$ cat src/rtl/cfg_chain_loader.sv
// cfg_chain_loader: accepts a configuration bitstream as parallel words over a
// valid/ready handshake, pulses a clear into the configuration chain, then
// serialises exactly CHAIN_LEN bits into the chain head, LSB of each word first.
//
// state | meaning
// ------+------------------------------------------------------------
// IDLE  | waiting for start; all outputs low
// CLEAR | config_reset held high for CLR_CYCLES cycles
// LOAD  | word_ready high; waiting for the next bitstream word
// SHIFT | one chain shift per cycle from the shift register LSB
// DONE  | one-cycle done pulse, then back to IDLE
module cfg_chain_loader #(
    parameter int WORD_W     = 32,
    parameter int CHAIN_LEN  = 40,
    parameter int CLR_CYCLES = 2
) (
    input  logic              clk,
    input  logic              reset,
    input  logic              start,
    input  logic              abort,
    input  logic              word_valid,
    input  logic [WORD_W-1:0] word_data,
    output logic              word_ready,
    output logic              config_out,
    output logic              config_clk_en,
    output logic              config_reset,
    output logic              busy,
    output logic              done
);

    localparam int CW   = $clog2(CHAIN_LEN + 1);
    localparam int CLRW = (CLR_CYCLES > 1) ? $clog2(CLR_CYCLES) : 1;

    typedef enum logic [2:0] {
        S_IDLE  = 3'd0,
        S_CLEAR = 3'd1,
        S_LOAD  = 3'd2,
        S_SHIFT = 3'd3,
        S_DONE  = 3'd4
    } state_t;

    state_t            state_q, state_d;
    logic [CLRW-1:0]   clr_cnt_q, clr_cnt_d;
    logic [CW-1:0]     bits_left_q, bits_left_d;
    logic [CW-1:0]     word_bits_q, word_bits_d;
    logic [WORD_W-1:0] sreg_q, sreg_d;

    // State, counters and shift register; reset clears everything asynchronously.
    always_ff @(posedge clk or negedge reset) begin
        if (!reset) begin
            state_q     <= S_IDLE;
            clr_cnt_q   <= '0;
            bits_left_q <= '0;
            word_bits_q <= '0;
            sreg_q      <= '0;
        end else begin
            state_q     <= state_d;
            clr_cnt_q   <= clr_cnt_d;
            bits_left_q <= bits_left_d;
            word_bits_q <= word_bits_d;
            sreg_q      <= sreg_d;
        end
    end

    // Next-state, counter updates and Moore outputs; abort overrides everything.
    always_comb begin
        state_d       = state_q;
        clr_cnt_d     = clr_cnt_q;
        bits_left_d   = bits_left_q;
        word_bits_d   = word_bits_q;
        sreg_d        = sreg_q;
        word_ready    = 1'b0;
        config_out    = 1'b0;
        config_clk_en = 1'b0;
        config_reset  = 1'b0;
        done          = 1'b0;
        busy          = (state_q != S_IDLE);

        case (state_q)
            S_IDLE: begin
                if (start && !abort) begin
                    state_d   = S_CLEAR;
                    clr_cnt_d = CLRW'(CLR_CYCLES - 1);
                end
            end
            S_CLEAR: begin
                config_reset = 1'b1;
                if (clr_cnt_q == '0) begin
                    state_d     = S_LOAD;
                    bits_left_d = CW'(CHAIN_LEN);
                end else begin
                    clr_cnt_d = clr_cnt_q - CLRW'(1);
                end
            end
            S_LOAD: begin
                word_ready = 1'b1;
                if (word_valid) begin
                    sreg_d      = word_data;
                    // The last word may be partial; only the remaining bits get shifted.
                    word_bits_d = (int'(bits_left_q) > WORD_W) ? CW'(WORD_W) : bits_left_q;
                    state_d     = S_SHIFT;
                end
            end
            S_SHIFT: begin
                config_clk_en = 1'b1;
                config_out    = sreg_q[0];
                sreg_d        = sreg_q >> 1;
                if (word_bits_q != '0) begin
                    word_bits_d = word_bits_q - CW'(1);
                end
                if (bits_left_q != '0) begin
                    bits_left_d = bits_left_q - CW'(1);
                end
                if (bits_left_q <= CW'(1)) begin
                    state_d = S_DONE;
                end else if (word_bits_q == CW'(1)) begin
                    state_d = S_LOAD;
                end
            end
            S_DONE: begin
                done    = 1'b1;
                state_d = S_IDLE;
            end
            default: begin
                state_d = S_IDLE;
            end
        endcase

        if (abort && (state_q != S_IDLE)) begin
            state_d = S_IDLE;
        end
    end

endmodule

$ cat config.mk
export PLATFORM = sky130hd
export DESIGN_NAME = cfg_chain_loader
export DESIGN_NICKNAME = d
export VERILOG_FILES = /design/src/rtl/cfg_chain_loader.sv
export SDC_FILE = /design/constraint.sdc
export NUM_CORES = 1
export LEC_CHECK = 0
export CORE_MARGIN = 2
export CORE_UTILIZATION = 42
export CTS_BUF_LIST = sky130_fd_sc_hd__clkbuf_4
export DETAILED_ROUTE_END_ITERATION = 10
export GPL_ROUTABILITY_DRIVEN = 1
export PLACE_DENSITY = 0.68
export SYNTH_ARGS = -nofsm -noshare
export SYNTH_HDL_FRONTEND = slang
export SYNTH_SLANG_ARGS = --single-unit
$ cat constraint.sdc
create_clock -name clk -period 5.6 [get_ports clk]
set_input_delay 1.12 -clock clk [delete_from_list [all_inputs] [get_ports clk]]
set_output_delay 1.12 -clock clk [all_outputs]
set_load 0.005 [all_outputs]
==> flow_metrics.py, run 1 <==
metrics = {
    "setup_path": {
        "worstSetupPathType": "register to output pin",
        "worst_setup_path_start_kind": "register",
        "worstSetupStartpoint": "state_q[0]",
        "crit_required_ps": 4480,
        "r2r-end": "word_bits_q[0]",
        "rr_worst_depth": 5,
        "critPathArrivalTime_ps": 2840,
        "endpoint_kind": "output pin",
        "worstPathMaxFanout": 44,
        "worst-r2r-setup-slack_ps": 3190,
        "r2r_start": "state_q[0]",
    },
    "clocking": {
        "clkTransAtPathRegs_ps": 140,
        "post_cts.repair.setup_buffers": 0,
        "clk_latency_ps": 370,
        "cts_buffers": 5,
        "clockBufferDepth": 2,
        "cts_tree": "built",
        "ctsHoldBuffers": 0,
        "htreeDepth": 2,
        "cts-root-buf": "clkbuf_4",
        "cts_resized": 0,
        "cts_sinks": 48,
    },
    "sta": {
        "slew_headroom_pct": 28.9,
        "fin_tns_setup_ps": 0,
        "finalHoldViolations": 0,
        "worst_pin_slew_ps": 1070,
        "fmax_mhz": 253,
        "finClkSkew_ps": 5.13,
        "rsz0062_at_grt": "false",
        "period_needed_ps": 3960,
        "fin_ws_ps": 1640,
        "setup-violations-final": 0,
        "drv_slew": 0,
        "finalCritPeriodShare_pct": 70.7,
    },
    "grt": {
        "grt_max_degree": 49,
        "grt-ovfl-total": 0,
        "antenna_found_initial": 0,
        "first_global_vias": 1844,
        "grt_pass1_wl_um": 8060,
        "track_usage_pct": 15.8,
    },
    "min_path": {
        "worstHoldStart": "sreg_q[23]",
        "holdCritPathClass": "register to register",
        "worstHoldEndpoint": "sreg_q[22]",
        "worstHoldPathCells": 2,
    },
    "floorplan": {
        "fp-row-count": 28,
        "fp.dieH_um": 80.9,
        "start_util_pct": 42.7,
        "fp.dieW_um": 80.9,
        "die-area_sq_um": 6550,
        "io_pins": 43,
        "core_sq_um": 5820,
    },
    "run": {
        "max_cap_viol_count": 0,
    },
    "cells_and_area": {
        "post-route-cell-area_sq_um": 3020,
        "drive_gt1_share_pct": 6.51,
        "final_nets": 332,
        "antenna_cells": 0,
        "nFillCells": 545,
        "mostFrequentLayoutCell": "dfrtp_1",
        "syn_to_final_growth_pct": 21.6,
        "layout_common_cells": "dfrtp_1, clkdlybuf4s50_1, nand2_1",
        "final_util_pct": 51.9,
    },
    "power": {
        "powerDensity_nw_per_um2": 415,
        "worst_ir_drop_vdd_uv": 154,
        "p_sw_share_pct": 35.0,
        "switchingPower_mw": 0.439,
        "power_frac_clock_pct": 16.5,
        "p_leak_nw": 1.38,
        "p_comb_share_pct": 33.5,
        "p_seq_share_pct": 50.1,
        "internal_power_mw": 0.815,
    },
    "logic_synthesis": {
        "synth.distinct_cells": 41,
        "seq_area_frac_synth_pct": 48.3,
        "syn_area_sq_um": 2480,
        "synth_edf_count": 0,
        "synth.avg_cell_area_sq_um": 9.74,
        "async_flop_share_pct": 100,
        "ys.flop_type": "dfrtp_1",
        "synth_cells": 255,
        "yosys_warnings": 0,
        "syn_nets": 296,
        "ys_ff_latch": 48,
    },
    "outcome": {
        "status": "completed",
    },
    "routing": {
        "wire_per_inst_um": 13.1,
        "routed_wl_um": 4820,
        "dr.pass1.iters": 4,
        "via_per_inst": 5.27,
        "first_iter_violations": 129,
        "drc": 0,
        "dr_total_vias": 1933,
        "ant_nets": 0,
    },
    "placement": {
        "port_buffers": 42,
        "place.gp.congestion": 0.718,
        "placed_cell_area_sq_um": 2940,
        "post-place-ws_ps": 2060,
        "hpwlAfterDp_um": 3210,
    },
}
==> critical path, cell delays in order (launching register included) <==
cell             delay (ps)
dfrtp_1                 570
nand3b_1                360
inv_2                   440
buf_4                   420
and2_1                  180
clkdlybuf4s50_1         490
==> sequential cells by signal, indices dropped and copies added, names as in the netlist <==
name	count
sreg_q	32
bits_left_q	6
word_bits_q	6
state_q	3
clr_cnt_q	1
==> synthesized netlist by cell type (all sizes together), types with 2 or more instances <==
cell type | count | area [sq um]
dfrtp | 48 | 1200
o21ai | 44 | 220
nand2 | 40 | 150
mux2i | 33 | 330
buf | 10 | 48.8
nor3 | 9 | 45.0
inv | 8 | 30.0
a21oi | 7 | 38.8
or3 | 7 | 45.1
nor2 | 6 | 22.5
nand2b | 5 | 31.3
clkbuf | 4 | 15.0
ha | 4 | 50.1
or3b | 3 | 26.3
a31oi | 2 | 12.5
and2 | 2 | 12.5
nand3 | 2 | 10.0
nand3b | 2 | 15.0
nor3b | 2 | 20.0
o22ai | 2 | 12.5
==> metal layers <==
metal | share of wire [%] | up-vias | global-route usage (%)
li1 | - | 972 | -
met1 | 47 | 906 | 19.9
met2 | 46 | 47 | 26.4
met3 | 4.9 | 8 | 4.11
met4 | 1.5 | 0 | 5.08
met5 | 0 | - | 0
==> how the worst max path moves through the flow <==
stage                    endpoint  slack [ps]  cells past startpoint
global placement       config_out        2130                      5
floorplan           config_clk_en        3210                      4
CTS                    config_out        1610                      5
finish                 config_out        1640                      5
detailed placement     config_out        2060                      5
global route           config_out        1390                      5
==> power groups by stage <==
stage,clock [mW],combinational [mW],sequential [mW]
finish,0.206,0.420,0.628
floorplan,0,0.337,0.594
global placement,0,0.413,0.631
detailed placement,0,0.428,0.634
CTS,0.215,0.428,0.628
global route,0.226,0.486,0.654
==> cells by family after synthesis <==
group,count (synthesis),synth area share [%]
AOI/OAI and AO/OA,61,14.4
adders and majority gates,4,2.01
xor gates and xnor gates,1,0.353
DFF,48,48.3
and+or+nand+nor,85,17.4
buffers and inverters,22,3.78
muxes,34,13.7
==> stage by stage <==
step           total power [mW]  instances  hold slack, ps
3_3_place_gp               1.04        359             457
2_1_floorplan             0.931        255             450
6_report                   1.25        367             495
3_5_place_dp               1.06        359             465
4_1_cts                    1.27        367             489
5_1_grt                    1.37        367             524
==> layout make-up <==
type	count	area (sq um)	area share [%]
Inverter	8	30.0	0.994
Sequential cell	48	1200	39.8
Clock buffer	5	37.5	1.24
Timing Repair Buffer	43	423	14.0
Clock inverter	3	42.5	1.41
Multi-Input combinational cell	185	1190	39.5
Tap cell	75	93.8	3.11
Power figures use the tool's default switching activity.
==> inputs of run 2 (changes only) <==
--- a/config.mk
+++ b/config.mk
@@ -10,7 +10,7 @@
 export CTS_BUF_LIST = sky130_fd_sc_hd__clkbuf_4
 export DETAILED_ROUTE_END_ITERATION = 10
 export GPL_ROUTABILITY_DRIVEN = 1
-export PLACE_DENSITY = 0.68
+export PLACE_DENSITY = 0.7
 export SYNTH_ARGS = -nofsm -noshare
 export SYNTH_HDL_FRONTEND = slang
 export SYNTH_SLANG_ARGS = --single-unit
==> constraint.sdc (replaced) <==
create_clock -name clk -period 3.4 [get_ports clk]
set_input_delay 0.68 -clock clk [delete_from_list [all_inputs] [get_ports clk]]
set_output_delay 0.68 -clock clk [all_outputs]
set_load 0.005 [all_outputs]
==> flow_metrics.py, run 2 (synthesis gave the netlist of run 1 again) <==
metrics = {
    "outcome": {
        "status": "completed",
    },
    "routing": {
        "routed-wl-met2_um": 2130,
        "routed_wl_um": 4680,
        "met1_length_um": 2280,
        "dr_total_vias": 1921,
        "first_iter_violations": 109,
        "drc": 0,
        "top_layer": "met4",
        "via_per_inst": 5.22,
        "wire_per_inst_um": 12.7,
        "ant_nets": 0,
        "dr.pass1.iters": 4,
        "met3WireLength_um": 214,
    },
    "clocking": {
        "clockBufferDepth": 2,
        "cts_resized": 0,
        "clkTransAtPathRegs_ps": 130,
        "post_cts.repair.setup_buffers": 0,
        "ctsHoldBuffers": 0,
        "cts_tree": "built",
        "cts_buffers": 5,
        "cts_sinks": 48,
        "htreeDepth": 2,
        "cts-root-buf": "clkbuf_4",
        "clk_latency_ps": 370,
    },
    "floorplan": {
        "start_util_pct": 42.7,
        "fp.dieW_um": 80.9,
        "fp.dieH_um": 80.9,
        "io_pins": 43,
        "core_sq_um": 5820,
        "fp-row-count": 28,
        "die-area_sq_um": 6550,
    },
    "placement": {
        "port_buffers": 42,
        "hpwlAfterDp_um": 3240,
        "place.gp.congestion": 0.745,
        "post-place-ws_ps": 887,
    },
    "min_path": {
        "holdCritPathClass": "primary input to asynchronous set/reset pin",
    },
    "sta": {
        "finalHoldViolations": 0,
        "drv_slew": 0,
        "fin_tns_setup_ps": 0,
        "fmax_mhz": 342,
        "rsz0062_at_grt": "false",
        "setup-violations-final": 0,
        "whs_ps": 476,
        "fin_ws_ps": 475,
        "period_needed_ps": 2920,
        "finalCritPeriodShare_pct": 86.0,
        "finClkSkew_ps": 12.5,
        "worst_pin_slew_ps": 1040,
        "slew_headroom_pct": 30.4,
    },
    "setup_path": {
        "critPathArrivalTime_ps": 2240,
        "worst_setup_path_start_kind": "register",
        "critPathCapture": "config_clk_en",
        "worstSetupStartpoint": "state_q[1]",
        "rr_worst_depth": 5,
        "worst-r2r-setup-slack_ps": 1340,
        "worstSetupPathType": "register to output pin",
        "worstPathMaxFanout": 27,
        "endpoint_kind": "output pin",
        "r2r_start": "state_q[1]",
        "crit_required_ps": 2720,
        "r2r-end": "word_bits_q[0]",
    },
    "power": {
        "powerDensity_nw_per_um2": 661,
        "p_leak_nw": 1.37,
        "worst_ir_drop_vdd_uv": 258,
    },
    "cells_and_area": {
        "syn_to_final_growth_pct": 20.9,
        "antenna_cells": 0,
        "top_regs": "sreg_q (32), bits_left_q (6), word_bits_q (6)",
        "mostFrequentLayoutCell": "dfrtp_1",
        "top_register": "sreg_q",
        "nFillCells": 541,
        "final_nets": 333,
        "largest_register_ffs": 32,
        "drive_gt1_share_pct": 6.48,
        "layout_common_cells": "dfrtp_1, clkdlybuf4s50_1, nand2_1",
    },
    "grt": {
        "grt_max_degree": 49,
        "first_global_vias": 1753,
        "grt-ovfl-total": 0,
        "track_usage_pct": 15.2,
        "antenna_found_initial": 0,
        "grt_pass1_wl_um": 7730,
    },
    "run": {
        "max_cap_viol_count": 0,
    },
}
==> run 2: layout make-up <==
type | instances | area (sq um) | share of cell area, %
Timing Repair Buffer | 44 | 430 | 14.3
Tap cell | 75 | 93.8 | 3.12
Inverter | 8 | 30.0 | 1.00
Clock inverter | 3 | 18.8 | 0.625
Clock buffer | 5 | 37.5 | 1.25
Multi-Input combinational cell | 185 | 1190 | 39.7
Sequential cell | 48 | 1200 | 40.0
==> run 2: metrics by stage <==
step / total power, mW / instance area (sq um) / instances / utilization (%)
floorplan: 1.53 / 2480 / 255 / -
global placement: 1.72 / 2950 / 360 / 50.7
detailed placement: 1.75 / 2950 / 360 / 50.7
CTS: 2.01 / 3000 / 368 / 51.7
global route: 2.17 / 3000 / 368 / 51.7
finish: 1.99 / 3000 / 368 / 51.7
==> run 2: worst min path at each step <==
stage | startpoint | endpoint | slack [ps]
floorplan | reset | bits_left_q[0] | 380
global placement | sreg_q[10] | sreg_q[9] | 460
detailed placement | sreg_q[5] | sreg_q[4] | 470
CTS | sreg_q[27] | sreg_q[26] | 490
global route | sreg_q[27] | sreg_q[26] | 520
finish | reset | sreg_q[8] | 480
==> run 2: power by group <==
group	internal, mW	switching [mW]	total, mW
combinational	0.353	0.338	0.690
clock	0.0781	0.180	0.258
sequential	0.837	0.200	1.04
total	1.27	0.718	1.99
==> run 2: per-layer routing <==
metal / vias to the layer above / GRT usage (%)
met5: - / 0
met2: 36 / 26.0
met1: 913 / 19.0
met4: 0 / 5.08
met3: 5 / 3.44
li1: 967 / -
==> run 2: critical path: stages, from the launching register on <==
cell and delay [ps]:
dfrtp_1 580, nand3b_1 350, inv_2 150, buf_4 260
clkdlybuf4s50_1 540
